**src/rtl/programcounter_stack.sv**
```systemverilog
// Fetch-stage program counter with a DEPTH-entry return stack; every command lands one edge after its strobe.
// No backpressure: commands are accepted every cycle, and a call on a full stack or a ret on an empty stack is dropped and flagged.
module programcounter_stack #(
  parameter int AW    = 8,
  parameter int DEPTH = 4
) (
  input  logic                       clk,
  input  logic                       rst,
  input  logic                       inc,
  input  logic                       jmp,
  input  logic                       call,
  input  logic                       ret,
  input  logic [AW-1:0]              addr_in,
  input  logic                       err_clr,
  output logic [AW-1:0]              adout,
  output logic [$clog2(DEPTH+1)-1:0] sp,
  output logic                       stack_empty,
  output logic                       stack_full,
  output logic                       ovf,
  output logic                       unf
);

  localparam int SPW = $clog2(DEPTH + 1);
  localparam int IW  = $clog2(DEPTH);

  logic [AW-1:0]  stack [DEPTH];
  logic [AW-1:0]  adout_nxt;
  logic [SPW-1:0] sp_nxt;
  logic [SPW-1:0] sp_dec;
  logic [IW-1:0]  push_idx;
  logic [IW-1:0]  pop_idx;
  logic           push;
  logic           ovf_set;
  logic           unf_set;

  assign stack_empty = (sp == '0);
  assign stack_full  = (sp == SPW'(DEPTH));
  assign sp_dec      = sp - SPW'(1);
  assign push_idx    = sp[IW-1:0];
  assign pop_idx     = sp_dec[IW-1:0];

  // Priority chain: inc > jmp > call > ret > hold.
  always_comb begin
    adout_nxt = adout;
    sp_nxt    = sp;
    push      = 1'b0;
    ovf_set   = 1'b0;
    unf_set   = 1'b0;
    if (inc) begin
      adout_nxt = adout + AW'(1);
    end else if (jmp) begin
      adout_nxt = addr_in + AW'(1);
    end else if (call) begin
      if (stack_full) begin
        ovf_set = 1'b1;
      end else begin
        push      = 1'b1;
        sp_nxt    = sp + SPW'(1);
        adout_nxt = addr_in + AW'(1);
      end
    end else if (ret) begin
      if (stack_empty) begin
        unf_set = 1'b1;
      end else begin
        sp_nxt    = sp_dec;
        adout_nxt = stack[pop_idx] + AW'(2);
      end
    end
  end

  always_ff @(posedge clk or negedge rst) begin
    if (!rst) begin
      adout <= '0;
      sp    <= '0;
      ovf   <= 1'b0;
      unf   <= 1'b0;
      for (int i = 0; i < DEPTH; i++) stack[i] <= '0;
    end else begin
      adout <= adout_nxt;
      sp    <= sp_nxt;
      if (push) stack[push_idx] <= adout;
      // A new fault in the clearing cycle keeps its flag set.
      ovf <= ovf_set | (ovf & ~err_clr);
      unf <= unf_set | (unf & ~err_clr);
    end
  end

endmodule

```
**config.mk**
```make
export PLATFORM = sky130hd
export DESIGN_NAME = programcounter_stack
export DESIGN_NICKNAME = d
export VERILOG_FILES = /design/src/rtl/programcounter_stack.sv
export SDC_FILE = /design/constraint.sdc
export NUM_CORES = 1
export LEC_CHECK = 0
export CORE_AREA = 5 5 71 85
export DETAILED_ROUTE_END_ITERATION = 8
export DIE_AREA = 0 0 76 90
export GPL_ROUTABILITY_DRIVEN = 0
export PLACE_DENSITY = 0.74
export SLEW_MARGIN = 10
export SYNTH_ARGS = -nofsm -noshare
export SYNTH_HDL_FRONTEND = slang
export SYNTH_SLANG_ARGS = --single-unit
```
**constraint.sdc**
```tcl
create_clock -name clk -period 2.3 [get_ports clk]
set_clock_uncertainty 0.2 [all_clocks]
set_input_delay 0.69 -clock clk [delete_from_list [all_inputs] [get_ports clk]]
set_output_delay 0.69 -clock clk [all_outputs]
set_load 0.01 [all_outputs]
```
==> out/results.tsv, run 1 <==
stage	metric	value	unit
status	status	completed	
place	dpl.cell_count	332	
yosys	synth_top_cell_by_area	dfrtp_1	
sta	finalSetupViolations	0	
sta	min_period	2.255	ns
sta	finalHoldViolCount	0	
pwr	p_leak	1.408	nW
route	num_vias	1853	
place	pre_cts_slack	-0.2134	ns
yosys	ys_warn_count	0	
yosys	syn_inst	215	
route	firstDrtPassIters	6	
layout	drive_gt1_frac	0.3345	
clocking	clock_path_buffers	2	
pwr	p_total	3.933	mW
global_routing	grt_pass1_vias	1918	
critical_path	crit_chain	clkdlybuf4s50_1	
layout	syn_to_final_growth	29.26	%
critical_path	critPathMaxStageDelay	0.59	ns
sta	setup_slack	0.04510	ns
clocking	cts_tree	built	
yosys	ys_seq_elements	45	
clocking	path_clk_slew	0.09	ns
pwr	vdd_ir_drop_max	0.4410	mV
route	drc_errors	0	
sta	rsz0062_at_grt	false	
layout	final_cells	340	
yosys	synth_area	2467	um2
critical_path	critical_path_buf_inv_count	1	
critical_path	path_max_fanout	6	
sta	tightestPinTransition	0.5027	ns
critical_path	crit_family	buffers and inverters	
clocking	cts-root-buf	clkbuf_8	
yosys	syn_nets	238	
route	ant_nets	0	
place	io_buffers	29	
route	wl	5462	um
yosys	synth_edf_count	0	
yosys	async_flop_share	1.000	
layout	nets	300	
route	routedWlPerCell	16.06	um
yosys	synth_top_cells_by_area	dfrtp_1 46%, mux2_2 14%, mux4_1 5.3%	
clocking	cts_hold_buf	0	
yosys	synth_top_area_frac	0.4564	
floorplanning	chipWidth	76	um
critical_path	crit_slowest_cell	clkdlybuf4s50_1	
sta	setup-tns-final	0	ns
global_routing	grt_pass1_wl	9397	um
critical_path	cp_num_cells	1	
critical_path	startpoint	adout[7]	
run	maxCapViolations	0	
pwr	power_density	1233	nW/um2
sta	finalCritPeriodShare	0.9804	
sta	timing.fmax	443.5	MHz
global_routing	grt_max_degree	23	
sta	maxSlewViolCount	0	
place	place_hpwl	4161	um
clocking	clk_latency	0.30	ns
layout	antenna_cells	0	
floorplanning	initial_utilization	0.4755	
worst_hold_path	hold_path_class	in2async	
critical_path	ff2ff_setup_slack	0.13	ns
clocking	numCtsBuffers	5	
global_routing	grt_usage	0.1674	
floorplanning	num_io_pins	30	
floorplanning	coreArea	5189	um2
yosys	ys_seq_area_frac	0.4564	
yosys	syn_area_per_cell	11.48	um2
critical_path	r2r-end	adout[7]	
critical_path	crit_path_start_kind	flip-flop	
yosys	synth.distinct_cells	41	
route	vias_per_cell	5.450	
sta	slew_headroom	0.6649	
clocking	post_cts_buffers	0	
floorplanning	dieArea	6840	um2
global_routing	antenna_found_initial	0	
yosys	synth_flop_cell	dfrtp_1	
floorplanning	rows	29	
floorplanning	die_y	90	um
clocking	cts.sinks	45	
clocking	htreeDepth	2	
critical_path	critPathKind	reg2out	
critical_path	r2r_cells	7	
sta	holdWs	0.1457	ns
critical_path	cp_data_required_time	1.41	ns
route	drt_iter0_drc	63	
global_routing	grt-ovfl-total	0	
critical_path	cp.arrival	1.36	ns
critical_path	r2r_start	sp[0]	
critical_path	setup.worst_path.end_class	output pin	
[power breakdown]
group	internal [mW]	total [mW]	switching, mW	leakage [nW]
registers	1.14	1.39	0.245	0.557
clock network	0.216	0.510	0.294	0.0445
logic	1.14	2.03	0.894	0.807
total	2.50	3.93	1.43	1.41
[cells by family after synthesis]
family | share of synthesized area
DFF | 0.4564
AOI/OAI and AO/OA | 0.08672
adders and majority gates | 0.04057
and+or+nand+nor | 0.1111
muxes | 0.2262
xor gates and xnor gates | 0.05325
buffers and inverters | 0.02586
[sequential cells by signal (all words and copies together), names as in the netlist]
name	cells
stack	32
adout	8
sp	3
ovf	1
unf	1
[cell usage after synthesis, types with 3 or more instances]
master,count
a21oi_1,8
clkbuf_1,4
dfrtp_1,45
ha_1,8
inv_1,5
mux2_2,31
mux4_1,5
mux4_2,3
nand2_1,22
nand3_1,8
nor2_1,14
nor3_1,4
o21ai_0,7
o21ai_1,3
xnor2_1,8
xor2_1,7
[final cells by class]
| type | instances | area [um2] |
|---|---|---|
| clock buffer | 5 | 68.82 |
| inverter | 6 | 25.02 |
| sequential | 45 | 1130 |
| multi-input combinational | 156 | 1304 |
| timing repair buffer | 63 | 563.0 |
| tap | 62 | 77.57 |
| fill | 426 | 1999 |
| clock inverter | 3 | 21.27 |
[timing repair]
| action | CTS | global route |
|---|---|---|
| pin swaps | 0 | 1 |
| resized for setup | 7 | 7 |
| cloned | 0 | 0 |
| endpoints found under the setup margin | 5 | 10 |
[worst max path at each step]
stage	to	slack, ns
global placement	stack[2]	-0.17
finish	adout[7]	0.05
floorplan	adout[3]	-0.11
detailed placement	stack[5]	-0.21
global route	adout[6]	0.0009
CTS	adout[0]	0.003
[routing by layer]
layer  vias up  global-route usage  routed length, um
met4         0             0.06231                 98
met5         -                   0                  0
met1       913              0.2144               2463
li1        895                   -                  -
met2        37              0.2714               2652
met3         8             0.04200                248
[stage by stage]
| step | util | cell area (um2) |
|---|---|---|
| after floorplan | - | 2500 |
| after global placement | 0.5961 | 3093 |
| after detailed placement | 0.5961 | 3093 |
| after CTS | 0.6139 | 3186 |
| after global routing | 0.6147 | 3189 |
| final | 0.6147 | 3189 |
[cell usage in the layout (no fill, tap or decap), types with 3 or more instances in the layout]
master	instances
nor3_1	4
buf_4	31
dfrtp_1	42
clkbuf_8	5
xnor2_1	8
inv_1	3
o21ai_1	3
nand2_1	21
ha_1	6
dfrtp_2	3
a21oi_1	8
mux4_2	5
xor2_1	7
nand3_1	8
clkdlybuf4s50_1	25
o21ai_0	7
mux2_2	31
nor2_1	14
mux4_1	3
(Power assumes the default switching activity.)
==> inputs of run 2 (changes only) <==
--- a/config.mk
+++ b/config.mk
@@ -5,11 +5,13 @@
 export SDC_FILE = /design/constraint.sdc
 export NUM_CORES = 1
 export LEC_CHECK = 0
+export CAP_MARGIN = 15
 export CORE_AREA = 5 5 71 85
 export DETAILED_ROUTE_END_ITERATION = 8
 export DIE_AREA = 0 0 76 90
 export GPL_ROUTABILITY_DRIVEN = 0
 export PLACE_DENSITY = 0.74
+export SETUP_SLACK_MARGIN = 0.05
 export SLEW_MARGIN = 10
 export SYNTH_ARGS = -nofsm -noshare
 export SYNTH_HDL_FRONTEND = slang
==> out/results.tsv, run 2 (synthesis gave the netlist of run 1 again) <==
stage	metric	value	unit	change
status	status	completed		
global_routing	grt_pass1_vias	1917		-0.052%
sta	finalSetupViolations	0		unchanged
pwr	power_density	1247	nW/um2	+1.1%
critical_path	crit_chain	buf_4, buf_6, mux4_2, nand2_1, o31a_1, o21ai_1, a31oi_2		
layout	antenna_cells	0		unchanged
place	dpl.cell_count	332		unchanged
critical_path	crit_slowest_cell	mux4_2		
clocking	clock_path_buffers	2		unchanged
route	firstDrtPassIters	4		-2
sta	setup-tns-final	0	ns	unchanged
route	ant_nets	0		unchanged
floorplanning	num_io_pins	30		unchanged
layout	nFillCells	422		-0.94%
clocking	cts_tree	built		
critical_path	setup.worst_path.end_class	flip-flop		
layout	syn_to_final_growth	31.09	%	
clocking	cts-root-buf	clkbuf_8		
critical_path	cp.arrival	2.19	ns	+0.83 ns
clocking	path_clk_slew	0.08	ns	about the same
layout	largest-register	stack		
global_routing	grt-ovfl-total	0		unchanged
place	place_hpwl	4119	um	-1.0%
critical_path	critPathKind	reg2reg		
critical_path	path_max_fanout	7		+1
floorplanning	dieArea	6840	um2	unchanged
clocking	clk_latency	0.30	ns	about the same
sta	finalCritPeriodShare	0.9498		-0.03057
clocking	numCtsBuffers	5		unchanged
floorplanning	chipWidth	76	um	unchanged
floorplanning	die_y	90	um	unchanged
global_routing	grt_usage	0.1731		+0.005614
critical_path	critPathMaxStageDelay	0.56	ns	-0.03 ns
layout	reg.largest.list	stack x32, adout x8, sp x3		
run	maxCapViolations	0		unchanged
place	placed_area	3080	um2	-0.40%
layout	final_cells	344		+1.2%
place	pre_cts_slack	-0.2857	ns	-0.07237 ns
sta	min_period	2.185	ns	-0.07030 ns
route	vias_per_cell	5.462		+0.22%
layout	final_common_cell	dfrtp_1		
clocking	htreeDepth	2		unchanged
floorplanning	coreArea	5189	um2	unchanged
critical_path	crit_path_start_kind	flip-flop		
sta	rsz0062_at_grt	true		
route	num_vias	1879		+1.4%
global_routing	grt_max_degree	46		+100%
place	io_buffers	29		unchanged
sta	holdWs	0.2638	ns	+0.1181 ns
critical_path	r2r_start	sp[0]		
floorplanning	rows	29		unchanged
route	wl	5599	um	+2.5%
layout	drive_gt1_frac	0.3688		+0.03426
sta	timing.fmax	457.8	MHz	+3.2%
global_routing	grt_pass1_wl	9584	um	+2.0%
layout	stdcell_area	3234	um2	+1.4%
layout	largest_register_ffs	32		unchanged
pwr	vdd_ir_drop_max	0.4993	mV	+13%
layout	nets	304		+1.3%
pwr	p_leak	1.455	nW	+3.3%
critical_path	cp_data_required_time	2.30	ns	+0.89 ns
sta	finalHoldViolCount	0		unchanged
clocking	cts.sinks	45		unchanged
route	routedWlPerCell	16.28	um	+1.3%
sta	maxSlewViolCount	0		unchanged
sta	setup_slack	0.1154	ns	+0.07030 ns
global_routing	antenna_found_initial	0		unchanged
layout	layout_common_cells	41 x dfrtp_1, 36 x buf_4, 31 x mux2_2, 23 x clkdlybuf4s50_1, 21 x nand2_1		
route	drc_errors	0		unchanged
critical_path	startpoint	sp[0]		
route	drt_iter0_drc	77		+22%
floorplanning	initial_utilization	0.4755		unchanged
sta	slew_headroom	0.6162		-0.04870
worst_hold_path	hold_path_class	in2async		
sta	tightestPinTransition	0.5758	ns	+0.07305 ns
==> run 2: worst paths after layout <==
path	to	slack [ns]	cells after the start
setup / recovery	adout[6]	0.12	7
hold / removal	sp[0]	0.26	2
setup reg to reg	adout[6]	0.12	7
hold reg to reg	unf	0.29	1
max in group asynchronous	adout[0]	1.21	2
min in group clk	unf	0.29	1
==> run 2: area by class of cell <==
class	instances	area (um2)	area share
Multi-Input combinational cell	156	1324	0.4093
Sequential cell	45	1131	0.3497
Timing Repair Buffer	67	580.6	0.1795
Clock buffer	6	82.58	0.02553
Tap cell	62	77.57	0.02398
Inverter	6	25.02	0.007737
Clock inverter	2	13.76	0.004255
==> run 2: stage by stage <==
stage / util / power (mW)
after floorplan: - / 2.654
after global placement: 0.5937 / 3.400
after detailed placement: 0.5937 / 3.453
after CTS: 0.6120 / 3.986
after global routing: 0.6233 / 4.332
final: 0.6233 / 4.034
==> run 2: worst max-delay path, delay by kind of cell, from the launching register on <==
| kind | cells | cell delay (ns) |
|---|---|---|
| multiplexers | 1 | 0.56 |
| AO/OA/AOI/OAI | 3 | 0.45 |
| flip-flops | 1 | 0.39 |
| buffers and inverters | 2 | 0.36 |
| AND/OR/NAND/NOR | 1 | 0.13 |
==> run 2: routing by layer <==
layer  global-route usage  wire length [um]  share of wire
met1               0.2180              2398           0.43
met2               0.2921              2852           0.51
met3              0.03600               252          0.045
met4              0.05935                95          0.017
met5                    0                 0              0
==> run 2: power breakdown <==
group	internal [mW]	total (mW)	leakage (nW)	switching [mW]
Combinational	1.21	2.18	0.848	0.970
Sequential	1.15	1.35	0.556	0.200
Clock	0.244	0.510	0.0512	0.267
Total	2.60	4.03	1.45	1.44
==> run 2: what timing repair did <==
action / CTS / global route
setup endpoints to repair: 14 / 34
hold buffers: 0 / 0
buffers inserted: 0 / 4
endpoints found under the hold margin: 0 / 0
resized for setup: 11 / 14
pin swaps: 1 / 1
==> inputs of run 3 (changes only) <==
--- a/config.mk
+++ b/config.mk
@@ -6,11 +6,12 @@
 export NUM_CORES = 1
 export LEC_CHECK = 0
 export CAP_MARGIN = 15
-export CORE_AREA = 5 5 71 85
+export CORE_AREA = 5 5 68 82
 export DETAILED_ROUTE_END_ITERATION = 8
-export DIE_AREA = 0 0 76 90
+export DIE_AREA = 0 0 73 87
+export DONT_BUFFER_PORTS = 1
 export GPL_ROUTABILITY_DRIVEN = 0
-export PLACE_DENSITY = 0.74
+export PLACE_DENSITY = 0.71
 export SETUP_SLACK_MARGIN = 0.05
 export SLEW_MARGIN = 10
 export SYNTH_ARGS = -nofsm -noshare
==> out/results.tsv, run 3 (synthesis gave the netlist of run 1 again) <==
stage	metric	value	unit	change
status	status	completed		
clocking	cts-root-buf	clkbuf_8		
layout	syn_to_final_growth	11.51	%	
route	num_vias	1669		-11%
clocking	clk_latency	0.29	ns	about the same
global_routing	grt-ovfl-total	0		unchanged
floorplanning	initial_utilization	0.5179		+0.04233
clocking	clock_path_buffers	2		unchanged
floorplanning	coreArea	4765	um2	-8.2%
route	drt_iter0_drc	102		+32%
pwr	vdd_ir_drop_max	0.5005	mV	+0.23%
global_routing	antenna_found_initial	0		unchanged
route	firstDrtPassIters	4		unchanged
place	dpl.cell_count	276		-17%
pwr	p_total	3.731	mW	-7.5%
pwr	power_density	1356	nW/um2	+8.7%
layout	antenna_cells	0		unchanged
clocking	cts_tree	built		
run	maxCapViolations	0		unchanged
critical_path	setup.worst_path.end_class	output pin		
route	routedWlPerCell	18.39	um	+13%
sta	tightestPinTransition	0.5019	ns	-0.07382 ns
place	io_buffers	0		-100%
clocking	path_clk_slew	0.08	ns	about the same
critical_path	r2r_cells	7		unchanged
route	wl	5259	um	-6.1%
sta	min_period	2.188	ns	+0.002926 ns
sta	holdWs	0.02322	ns	-0.2406 ns
clocking	cts.sinks	45		unchanged
layout	nFillCells	406		-3.8%
critical_path	crit_path_start_kind	flip-flop		
sta	timing.fmax	457.1	MHz	-0.13%
layout	nets	248		-18%
layout	final_cells	286		-17%
worst_hold_path	hold_path_class	in2async		
clocking	htreeDepth	2		unchanged
critical_path	cp.arrival	1.30	ns	-0.89 ns
place	place_hpwl	3776	um	-8.3%
sta	maxSlewViolCount	0		unchanged
floorplanning	chipWidth	73	um	-3.9%
floorplanning	num_io_pins	30		unchanged
critical_path	startpoint	sp[0]		
sta	finalSetupViolations	0		unchanged
place	placed_area	2592	um2	-16%
sta	finalCritPeriodShare	0.9511		+0.001272
critical_path	path_max_fanout	3		-4
floorplanning	die_y	87	um	-3.3%
sta	finalHoldViolCount	0		unchanged
critical_path	cp_data_required_time	1.41	ns	-0.89 ns
sta	slew_headroom	0.6644		+0.04828
layout	largest-register	stack		
layout	layout_common_cells	44 x dfrtp_1, 31 x mux2_2, 22 x nand2_1, 14 x nor2_1, 9 x buf_4		
layout	drive_gt1_frac	0.2788		-0.09003
global_routing	grt_pass1_wl	8728	um	-8.9%
floorplanning	rows	28		-3.4%
critical_path	r2r_start	sp[0]		
clocking	numCtsBuffers	5		unchanged
global_routing	grt_pass1_vias	1768		-7.8%
floorplanning	dieArea	6351	um2	-7.1%
pwr	p_leak	1.200	nW	-18%
route	vias_per_cell	5.836		+6.8%
layout	final_common_cell	dfrtp_1		
critical_path	critPathKind	reg2out		
sta	setup-tns-final	0	ns	unchanged
global_routing	grt_usage	0.1807		+0.007647
route	drc_errors	0		unchanged
sta	rsz0062_at_grt	false		
layout	stdcell_area	2751	um2	-15%
layout	reg.largest.list	stack x32, adout x8, sp x3		
route	ant_nets	0		unchanged
layout	largest_register_ffs	32		unchanged
global_routing	grt_max_degree	46		unchanged
## run 3: cell types whose count changed in the layout (fill, tap and decap cells not counted), moves of 2 or more
cell	delta
dlymetal6s2s_1	-2
buf_2	-2
dfrtp_2	-3
dfrtp_1	+3
buf_4	-27
mux4_1	+2
mux4_2	-2
clkdlybuf4s50_1	-23
## run 3: final timing paths
path / to / slack, ns
hold / removal: sp[1] / 0.02
min in group clk: adout[0] / 0.29
setup reg to reg: adout[3] / 0.14
hold reg to reg: stack[6] / 0.30
setup / recovery: stack_empty / 0.11
max in group asynchronous: stack[20] / 1.66
## run 3: power by group
group / switching (mW) / internal [mW]
clock network: 0.267 / 0.354
logic: 0.722 / 0.899
registers: 0.348 / 1.14
total: 1.34 / 2.39
## run 3: layer usage
metal / global-route usage / up-vias / routed length (um)
li1: - / 796 / -
met1: 0.2236 / 827 / 2283
met2: 0.3027 / 38 / 2641
met3: 0.04157 / 8 / 236
met4: 0.07047 / 0 / 98
met5: 0 / - / 0
## run 3: cell type report
cell class                 count  area, um2  share of cell area
multi-input combinational    156       1301              0.4729
sequential                    45       1127              0.4097
tap                           60      75.07             0.02729
timing repair buffer          11      106.4             0.03865
clock buffer                   7      86.33             0.03138
clock inverter                 1      30.03             0.01091
inverter                       6      25.02            0.009095
## run 3: worst max-delay path, cell delays in order (launching register included)
cell and delay (ns):
dfrtp_2 0.45, inv_4 0.09, ha_4 0.14, nor2b_2 0.18, buf_4 0.14
## run 3: timing repair
| action | in CTS | in global routing |
|---|---|---|
| setup endpoints to repair | 1 | 3 |
| gates resized for setup | 1 | 3 |
| gates cloned | 0 | 0 |
| setup buffers | 0 | 1 |
| hold endpoints to repair | 45 | 0 |
| hold buffers | 1 | 0 |
## run 3: per-stage QoR
stage / worst slack [ns] / utilization
3_5_place_dp: 0.1176 / 0.5441
4_1_cts: 0.1051 / 0.5748
5_1_grt: 0.05192 / 0.5775
3_3_place_gp: 0.1386 / 0.5441
2_1_floorplan: -0.1102 / -
6_report: 0.1125 / 0.5775
